## src/rtl/ahb_pkg.sv

```systemverilog
// Shared AHB-Lite encodings, arbiter FSM states and the latched-transfer record
// used by the master-side arbiter.
package ahb_pkg;

  localparam logic [1:0] HTRANS_IDLE   = 2'b00;
  localparam logic [1:0] HTRANS_NONSEQ = 2'b10;

  localparam logic [2:0] HSIZE_BYTE = 3'b000;
  localparam logic [2:0] HSIZE_HALF = 3'b001;
  localparam logic [2:0] HSIZE_WORD = 3'b010;

  localparam logic [1:0] ST_IDLE  = 2'd0;
  localparam logic [1:0] ST_ADDR  = 2'd1;
  localparam logic [1:0] ST_DATA  = 2'd2;
  localparam logic [1:0] ST_MISAL = 2'd3;

  typedef enum logic {
    OWN_IF = 1'b0,
    OWN_LS = 1'b1
  } owner_e;

  typedef struct packed {
    logic [31:0] addr;
    logic [31:0] wdata;
    logic        write;
    logic [2:0]  size;
  } xfer_t;

  // Natural alignment; anything wider than a word is rejected outright.
  function automatic logic misaligned(input logic [31:0] addr, input logic [2:0] size);
    return (size > HSIZE_WORD) ||
           ((size == HSIZE_HALF) && addr[0]) ||
           ((size == HSIZE_WORD) && (addr[1:0] != 2'b00));
  endfunction

endpackage

```

## src/rtl/ahb_rr_arb2.sv

```systemverilog
// Two-way round-robin picker: a lone request wins, a tie goes to whoever did
// not win last time. last_owner advances only when the caller takes the grant.
module ahb_rr_arb2 import ahb_pkg::*; (
  input  logic clk,
  input  logic reset,
  input  logic req_if,
  input  logic req_ls,
  input  logic take,
  output logic valid,
  output logic win_ls
);

  owner_e last_q, last_d;

  always_comb begin
    valid = req_if | req_ls;
    if (req_if && req_ls) win_ls = (last_q == OWN_IF);
    else                  win_ls = req_ls;
    last_d = last_q;
    if (take && valid) last_d = win_ls ? OWN_LS : OWN_IF;
  end

  always_ff @(posedge clk) begin
    if (reset) last_q <= OWN_LS;
    else       last_q <= last_d;
  end

endmodule

```

## src/rtl/ahb_bus_arbiter.sv

```systemverilog
// AHB-Lite master-side arbiter: shares one master port between instruction
// fetch and load/store, sequencing single transfers with wait/error/timeout.
module ahb_bus_arbiter import ahb_pkg::*; #(
  parameter int unsigned TIMEOUT_CYCLES = 16
) (
  input  logic        clk,
  input  logic        reset,
  input  logic        req_if,
  input  logic [31:0] addr_if,
  input  logic        req_ls,
  input  logic        we_ls,
  input  logic [31:0] addr_ls,
  input  logic [31:0] wdata_ls,
  input  logic [2:0]  size_ls,
  input  logic        hready,
  input  logic        hresp,
  input  logic [31:0] hrdata,
  output logic [1:0]  htrans,
  output logic [31:0] haddr,
  output logic        hwrite,
  output logic [2:0]  hsize,
  output logic [31:0] hwdata,
  output logic        gnt_if,
  output logic        gnt_ls,
  output logic        done_if,
  output logic        done_ls,
  output logic        err,
  output logic [31:0] rdata
);

  localparam logic [7:0] TMO_LAST = 8'(TIMEOUT_CYCLES - 1);

  logic [1:0]  state_q, state_d;
  owner_e      owner_q, owner_d;
  xfer_t       xfer_q, xfer_d;
  logic [7:0]  tmo_q, tmo_d;
  logic [31:0] rdata_q, rdata_d;
  logic        gnt_if_q, gnt_if_d, gnt_ls_q, gnt_ls_d;
  logic        done_if_q, done_if_d, done_ls_q, done_ls_d;
  logic        err_q, err_d;
  logic        misal_pend_q, misal_pend_d;

  logic        mask_owner, arb_req_if, arb_req_ls;
  logic        arb_valid, arb_win_ls, arb_take;
  logic        fin, fin_err;

  // While the current owner's done is still in flight it sits out arbitration,
  // so its next gnt can never land on the same cycle as that done.
  always_comb begin
    mask_owner = (state_q == ST_DATA) || misal_pend_q;
    arb_req_if = req_if && !(mask_owner && (owner_q == OWN_IF));
    arb_req_ls = req_ls && !(mask_owner && (owner_q == OWN_LS));
  end

  ahb_rr_arb2 u_arb (
    .clk    (clk),
    .reset  (reset),
    .req_if (arb_req_if),
    .req_ls (arb_req_ls),
    .take   (arb_take),
    .valid  (arb_valid),
    .win_ls (arb_win_ls)
  );

  always_comb begin
    state_d      = state_q;
    owner_d      = owner_q;
    xfer_d       = xfer_q;
    tmo_d        = tmo_q;
    rdata_d      = rdata_q;
    gnt_if_d     = 1'b0;
    gnt_ls_d     = 1'b0;
    done_if_d    = 1'b0;
    done_ls_d    = 1'b0;
    err_d        = 1'b0;
    misal_pend_d = 1'b0;
    arb_take     = 1'b0;
    fin          = 1'b0;
    fin_err      = 1'b0;

    case (state_q)
      ST_IDLE: arb_take = arb_valid;
      ST_ADDR: begin
        if (hready) begin
          state_d = ST_DATA;
          tmo_d   = '0;
        end
      end
      ST_DATA: begin
        if (hready) begin
          fin     = 1'b1;
          fin_err = hresp;
          if (!hresp && !xfer_q.write) rdata_d = hrdata;
        end else if (tmo_q == TMO_LAST) begin
          fin     = 1'b1;
          fin_err = 1'b1;
        end else begin
          tmo_d = tmo_q + 8'd1;
        end
        if (fin) begin
          state_d  = ST_IDLE;
          arb_take = arb_valid;
        end
      end
      ST_MISAL: begin
        state_d      = ST_IDLE;
        misal_pend_d = 1'b1;
      end
      default: state_d = ST_IDLE;
    endcase

    if (fin || misal_pend_q) begin
      done_if_d = (owner_q == OWN_IF);
      done_ls_d = (owner_q == OWN_LS);
      err_d     = fin ? fin_err : 1'b1;
    end

    if (arb_take) begin
      if (arb_win_ls) begin
        owner_d      = OWN_LS;
        gnt_ls_d     = 1'b1;
        xfer_d.addr  = addr_ls;
        xfer_d.wdata = wdata_ls;
        xfer_d.write = we_ls;
        xfer_d.size  = size_ls;
      end else begin
        owner_d      = OWN_IF;
        gnt_if_d     = 1'b1;
        xfer_d.addr  = addr_if;
        xfer_d.wdata = '0;
        xfer_d.write = 1'b0;
        xfer_d.size  = HSIZE_WORD;
      end
      state_d = misaligned(xfer_d.addr, xfer_d.size) ? ST_MISAL : ST_ADDR;
    end
  end

  always_ff @(posedge clk) begin
    if (reset) begin
      state_q      <= ST_IDLE;
      owner_q      <= OWN_LS;
      xfer_q       <= '{addr: '0, wdata: '0, write: 1'b0, size: HSIZE_WORD};
      tmo_q        <= '0;
      rdata_q      <= '0;
      gnt_if_q     <= 1'b0;
      gnt_ls_q     <= 1'b0;
      done_if_q    <= 1'b0;
      done_ls_q    <= 1'b0;
      err_q        <= 1'b0;
      misal_pend_q <= 1'b0;
    end else begin
      state_q      <= state_d;
      owner_q      <= owner_d;
      xfer_q       <= xfer_d;
      tmo_q        <= tmo_d;
      rdata_q      <= rdata_d;
      gnt_if_q     <= gnt_if_d;
      gnt_ls_q     <= gnt_ls_d;
      done_if_q    <= done_if_d;
      done_ls_q    <= done_ls_d;
      err_q        <= err_d;
      misal_pend_q <= misal_pend_d;
    end
  end

  assign htrans  = (state_q == ST_ADDR) ? HTRANS_NONSEQ : HTRANS_IDLE;
  assign haddr   = xfer_q.addr;
  assign hwrite  = xfer_q.write;
  assign hsize   = xfer_q.size;
  assign hwdata  = xfer_q.wdata;
  assign gnt_if  = gnt_if_q;
  assign gnt_ls  = gnt_ls_q;
  assign done_if = done_if_q;
  assign done_ls = done_ls_q;
  assign err     = err_q;
  assign rdata   = rdata_q;

endmodule

```

## config.mk

```make
export PLATFORM = sky130hd
export DESIGN_NAME = ahb_bus_arbiter
export DESIGN_NICKNAME = d
export VERILOG_FILES = /design/src/rtl/ahb_pkg.sv /design/src/rtl/ahb_rr_arb2.sv /design/src/rtl/ahb_bus_arbiter.sv
export SDC_FILE = /design/constraint.sdc
export NUM_CORES = 1
export LEC_CHECK = 0
export ABC_AREA = 1
export CAP_MARGIN = 20
export CORE_MARGIN = 2
export CORE_UTILIZATION = 30
export DETAILED_ROUTE_END_ITERATION = 10
export HOLD_SLACK_MARGIN = 0.02
export PLACE_DENSITY = 0.67
export RECOVER_POWER = 100
export REMOVE_ABC_BUFFERS = 1
export SYNTH_ARGS = -nofsm -noshare
export SYNTH_HDL_FRONTEND = slang
export SYNTH_HIERARCHICAL = 1
export SYNTH_SLANG_ARGS = --single-unit
```

## constraint.sdc

```tcl
create_clock -name clk -period 2.92 [get_ports clk]
set_input_delay 0.292 -clock clk [delete_from_list [all_inputs] [get_ports clk]]
set_output_delay 0.292 -clock clk [all_outputs]
set_load 0.02 [all_outputs]
```

==> results.md, run 1 <==
- H-tree depth: 4
- Gr ovfl total: 0
- Finish-stage setup viols: 0
- Initial antenna violation count: 0
- Largest cells by area after synthesis: dfxtp_1, nor2_1, nand2_1
- Core area: roughly 0.017 sq mm
- Final Hold Viols: 0
- Postcts setup bufs: 0
- Mapped Area: ~0.0052 sq mm
- CP Capture Type: flip-flop
- Worst skew pair latency: about 0.4 ns
- Crit path max fanout: 52
- DR top layer: met4
- DR WL met2: between 7000 and 8000 um
- Slew headroom: 0.240
- Post-synth top area cell: dfxtp_1
- CTS tree: done
- Worst path required time: ~3.2 ns
- Port bufs: 243
- CP Class: flip-flop to flip-flop
- Nature of the critical path startpoint: flip-flop
- Worst setup margin: 0.317 ns
- Cell Rows: 48
- Synth cell types: 30
- Post-CTS sizing: 0
- Pre-antenna DRT Iters: 4
- Die Y: between 100 and 150 um
- Clock Tree Buf Depth: 2
- Reported max-cap violation count: 0
- Net Switching: about 1.6 mW
- Layout cells sized above 1: 0.0538
- Largest net degree at the start of global routing: 53
- Min cycle time layout: approximately 2.6 ns
- Most frequent CP cell: nand2_1
- Metal3 WL: 1380 um
- Actual slew at the worst max-slew pin: ~1.1 ns
- Final TNS setup: 0 ns
- DRT iter0 DRCs: 213
- Fraction of the yosys area taken by sequential cells: 0.451
- Combinational fraction of design power: 0.261
- Post-place setup slack: ~0.22 ns
- Routed len/inst: between 10 and 15 um
- Average cell area after synthesis: approximately 7 sq um
- Slowest cell delay on critical path: between 0.5 and 0.6 ns
- Io pins: 245
- Worst path cell trace: inv_2 -> nor2_4 -> or2_2 -> a21boi_0 -> a21boi_4 -> buf_12 -> o21ai_0 -> nand2_1 -> nand2_1 -> nand2_1 -> nand2_1 -> a21oi_1
- Switching Fraction: 0.315
- CTS buffer count: 17
- Vias in the first global route: approximately 4.9k
- # diodes: 0
- Hold Crit Class: flip-flop to flip-flop
- Post-synthesis register bit count: 118
- Fmax: around 380 MHz
- Ys Warns: 6
- Worst vdd ir: 0.415 mV
- DP Wirelength: 10800 um
- Top-area cell type share of the netlist area: 0.451
- Clk Tree Root Cell: clkbuf_16
- Pwr Density: 621 mW/mm^2
- Post-route DRC: 0
- Initial Utilization: 0.305
- WL met1: 6750 um
- Die width: 136 um
- Ys flop type: dfxtp_1
- Routability cong.: slightly above 0.8
- CP max-delay cell: a21boi_0
- Synth Instances: 730
- Vias per inst: roughly 4.4
- DRT Wirelength: about 16000 um
- Routed Antenna Nets: 0
- P_leak: approximately 3.8 nW
- Die area: 0.0185 sq mm
- Fin util: 0.483
- Count of pins over their slew limit: 0
- Global-route usage over all layers: 0.166
- P_int: between 3 and 4 mW
- Post-CTS Hold Buffers: 0
- Skew final: ~0.0068 ns
- Reg clk slew, reported paths: around 0.060 ns
- Final period util: 0.891
- Clock Sinks: 118
- First-pass GRT wire length: about 24000 um
- Area grow syn2layout: 58.5%
- Clock network power share: 0.380
- Crit path DAT: between 2 and 3 ns
- EDFF count, synth: 0
- Sequential power share: 0.359
- Nets@finish: around 1.1k
- Asr flop ratio synth: 0
- RSZ-0062 raised after global routing: false
- Outcome: complete, no violations
- Number of vias in the routed layout: around 5.3k
[layout by cell type, fill, tap and decap left out]
cell type | Yosys | routed
a21boi_0 | 3 | 2
a21boi_4 | 0 | 1
a21oi_1 | 42 | 42
buf_12 | 0 | 1
buf_4 | 4 | 7
bufinv_16 | 0 | 1
clkbuf_1 | 19 | 1
clkbuf_16 | 0 | 17
clkbuf_2 | 3 | 1
clkbuf_4 | 0 | 1
clkdlybuf4s50_1 | 0 | 137
clkinv_1 | 1 | 1
clkinv_2 | 1 | 2
clkinv_4 | 0 | 2
clkinvlp_2 | 0 | 1
clkinvlp_4 | 0 | 6
conb_1 | 1 | 1
dfxtp_1 | 118 | 118
dlygate4sd3_1 | 0 | 106
ha_1 | 1 | 1
inv_1 | 51 | 52
inv_2 | 4 | 3
inv_6 | 0 | 3
mux2i_1 | 30 | 30
nand2_1 | 136 | 136
nand2_2 | 3 | 3
nand3_1 | 82 | 83
nand3_4 | 1 | 1
nor2_1 | 159 | 162
nor2_4 | 2 | 1
nor3_1 | 2 | 3
o21ai_0 | 38 | 39
or2_1 | 1 | 1
or2_2 | 1 | 1
[path summary, 6_finish.rpt]
kind | start | to | slack [ns] | depth (start not counted)
worst max-delay path | state_q[1] | state_q[1] | 0.32 | 12
worst min-delay path | hwdata[26] | hwdata[26] | 0.46 | 2
worst max register to register | state_q[1] | state_q[1] | 0.32 | 12
worst min register to register | hwdata[26] | hwdata[26] | 0.46 | 2
[cell usage after synthesis, types with 2 or more instances]
cell type  number
nor2_1        159
nand2_1       136
dfxtp_1       118
nand3_1        82
inv_1          51
a21oi_1        42
o21ai_0        38
mux2i_1        30
clkbuf_1       19
buf_2          15
buf_6           5
buf_4           4
inv_2           4
a21boi_0        3
clkbuf_2        3
nand2_2         3
buf_8           2
nor2_2          2
nor2_4          2
nor3_1          2
[kinds of logic (layout without fill, tap and decap cells)]
| logic type | after synthesis | count (layout) | synth area share |
|---|---|---|---|
| simple gates | 391 | 391 | 0.313 |
| flops | 118 | 118 | 0.451 |
| buf+inv | 105 | 342 | 0.0941 |
| compound gates | 84 | 84 | 0.0817 |
| mux | 30 | 30 | 0.0573 |
| fa+ha+maj | 1 | 1 | 0.00239 |
| other cells | 1 | 1 | 0.000716 |
[critical path: cells and delay by family, from the launching register on]
family	cells	cell delay [ns]
buffers and inverters	2	0.29
AO/OA/AOI/OAI	4	1.16
AND/OR/NAND/NOR	6	0.65
flip-flops	1	0.34
[metrics by stage]
stage	instances	hold slack [ns]	instance area (sq um)	power [mW]
after detailed placement	1160	0.451	7780	3.31
after global routing	1192	0.479	8300	5.43
final	1192	0.459	8300	5.15
after global placement	1160	0.448	7780	3.30
after floorplan	682	0.361	4960	2.66
after CTS	1192	0.465	8340	5.29
[area by class of cell]
class | count | area (sq um)
multi-input combinational | 507 | 2360
fill | 1762 | 8880
timing repair buffer | 253 | 2520
clock inverter | 14 | 129
inverter | 57 | 215
sequential | 118 | 2360
tap | 225 | 282
clock buffer | 18 | 429
[sequential cells by signal, summed over array words and instances, names as in the netlist]
| register | flops |
|---|---|
| gnt_if | 1 |
| err | 1 |
| tmo_q | 8 |
| done_ls | 1 |
| hsize | 3 |
| u_arb/last_q | 1 |
| rdata | 32 |
| haddr | 32 |
| hwrite | 1 |
| owner_q | 1 |
| hwdata | 32 |
| gnt_ls | 1 |
| state_q | 2 |
| misal_pend_q | 1 |
| done_if | 1 |
[layer usage]
layer / vias to the layer above / track usage
li1: 2765 / -
met1: 2336 / 0.199
met2: 177 / 0.272
met3: 17 / 0.0634
met4: 0 / 0.0573
met5: - / 0
[power by group through the flow]
| stage | clock, mW | combinational, mW | sequential (mW) |
|---|---|---|---|
| floorplan | 0 | 0.600 | 2.06 |
| global placement | 0 | 1.42 | 1.89 |
| detailed placement | 0 | 1.42 | 1.89 |
| CTS | 2.01 | 1.42 | 1.86 |
| global route | 2.08 | 1.48 | 1.87 |
| finish | 1.96 | 1.34 | 1.85 |
(Power assumes the default switching activity.)
==> run 2, diff against run 1 <==
- clock period: 2.92 -> 3.2 ns (I/O delays scaled with it)
==> run 2 against run 1 <==
Compared with the run above: design area increased by 0.48%; clock-buffer cell count increased by 2; routed wire length rose by 0.32%; flip-flop and latch count unchanged; combinational power shrank 9%; core utilization up 0.23 points; worst setup slack better by 0.16 ns; global-route usage is 0.056 points higher; the run now ends with max-capacitance violations, max-slew violations left; total power down 5.9%.
==> results.md, run 2 (synthesis gave the netlist of run 1 again) <==
- Outcome: complete, but fails checks
- Failing checks: max-capacitance violations, max-slew violations
- Pwr Density: between 500 and 600 mW/mm^2
- CP Class: flip-flop to flip-flop
- Pwr Total: a little under 5 mW
- RR Startpoint: state_q[1]
- Clock Tree Buf Depth: 2
- Vias in the first global route: between 4k and 5k
- DRT iter0 DRCs: ~190
- Finish-stage setup viols: 0
- Area grow syn2layout: 59.2%
- Final Hold Viols: 0
- Post-CTS Hold Buffers: 0
- Final period util: 0.852
- Routability cong.: around 0.8
- Nets@finish: 1092
- Skew final: ~0.0074 ns
- Routed Antenna Nets: 0
- Fin area: approximately 0.0083 sq mm
- Die Y: 136 um
- RSZ-0062 raised after global routing: false
- Placed inst area: around 0.0078 sq mm
- Cell Rows: 48
- Clock Sinks: between 100 and 150
- Reg2reg path depth: 12
- Postcts setup bufs: 0
- Worst skew pair latency: ~0.41 ns
- Worst Setup EP: u_arb/last_q
- Fmax: about 370 MHz
- Crit path DAT: between 3 and 4 ns
- CTS tree: done
- Worst path cell trace: inv_1 -> nor2_1 -> or2_2 -> a21boi_0 -> or2_1 -> inv_1 -> nor2_1 -> nand2_1 -> inv_2 -> o21ai_0 -> nand2_1 -> nand3_1
- Io pins: 245
- Core area: approximately 0.017 sq mm
- Clk Tree Root Cell: clkbuf_16
- Min cycle time layout: roughly 2.7 ns
- CP max-delay cell: a21boi_0
- First-pass GRT wire length: 24400 um
- Hold Crit Class: flip-flop to flip-flop
- Reg clk slew, reported paths: about 0.060 ns
- Nature of the critical path startpoint: flip-flop
- Initial Utilization: 0.305
- P_leak: ~3.8 nW
- Number of vias in the routed layout: between 5k and 6k
- R2R Path End: u_arb/last_q
- Global-route usage over all layers: 0.167
- Reported max-cap violation count: 1
- Vias per inst: between 4 and 5
- Die width: roughly 140 um
- CP Capture Type: flip-flop
- DP Wirelength: ~11000 um
- Initial antenna violation count: 1
- Actual slew at the worst max-slew pin: between 1.5 and 2 ns
- H-tree depth: 4
- Port bufs: between 200 and 250
- Most common cell after layout, fill and taps aside: nor2_1
- Post-CTS sizing: 0
- Reg2reg setup slack: 0.47 ns
- Most frequent cells in the layout: nor2_1, nand2_1, clkdlybuf4s50_1
- Placed cells: 1159
- Count of pins over their slew limit: between 40 and 50
- Die area: 0.0185 sq mm
- Pre-antenna DRT Iters: 4
- Crit path max fanout: 34
- DRT Wirelength: 15600 um
- Gr ovfl total: 0
- Slew headroom: -0.324
- Slowest cell delay on critical path: just under 0.5 ns
- Layout cells sized above 1: 0.0476
- CP startpoint: state_q[1]
- WHS: ~0.46 ns
- CTS buffer count: 17
- Routed len/inst: 13.1 um
- Final std cells w/o fill: 1192
- Worst path required time: about 3.5 ns
- Worst vdd ir: ~0.36 mV
- Post-route DRC: 0
- Largest net degree at the start of global routing: 53
[run 2: cell count changes in the layout (fill, tap and decap cells not counted), sizes merged]
cell           delta
clkinvlp          -3
inv               -1
bufinv            +2
clkbuf            +3
clkdlybuf4s50     -1
dlygate4sd3       +1
buf               -2
diode             +1
[run 2: area by class of cell]
| class | count | area (sq um) |
|---|---|---|
| inverters | 57 | 215 |
| multi-input cells | 507 | 2350 |
| flip-flops and latches | 118 | 2360 |
| clock buffers | 20 | 457 |
| repair buffers | 252 | 2520 |
| diodes | 1 | 2.50 |
| fillers | 1738 | 8840 |
| well taps | 225 | 282 |
| clock inverters | 12 | 150 |
[run 2: report_power, final]
part	switching (mW)	total [mW]	leakage, nW	internal, mW
combinational	0.693	1.22	2.53	0.528
clock	0.677	1.94	0.293	1.26
sequential	0.0702	1.69	0.964	1.62
total	1.44	4.85	3.79	3.41
[run 2: critical path: cells and delay by family, from the launching register on]
family                 cells  cell delay, ns
DFF                        1            0.34
and+or+nand+nor            7            1.01
AOI/OAI and AO/OA          2            0.66
buffers and inverters      3            0.59
[run 2: how the worst min path moves through the flow]
stage | cells past startpoint | end | from
after floorplan | 1 | hwdata[0] | reset
after global placement | 2 | hsize[1] | hsize[1]
after detailed placement | 2 | hsize[1] | hsize[1]
after CTS | 2 | hwdata[31] | hwdata[31]
after global routing | 2 | hwdata[28] | hwdata[28]
final | 2 | hwdata[31] | hwdata[31]
[run 2: layer usage]
metal  track usage  routed length [um]  up-vias
li1              -                   -     2767
met1         0.194                6640     2330
met2         0.277                7230      189
met3        0.0697                1500       12
met4        0.0550                 184        0
met5             0                   0        -
[run 2: through the flow]
stage	setup TNS [ns]	utilization	setup slack, ns
after floorplan	-276.98	-	-4.47
after global placement	0	0.453	0.596
after detailed placement	0	0.453	0.574
after CTS	0	0.488	0.554
after global routing	0	0.486	0.184
final	0	0.486	0.474
==> run 3, diff against run 2 <==
- SLEW_MARGIN: not set -> 10
==> results of run 3 <==
Final layout, timing and power as in run 2 (identical DEF).
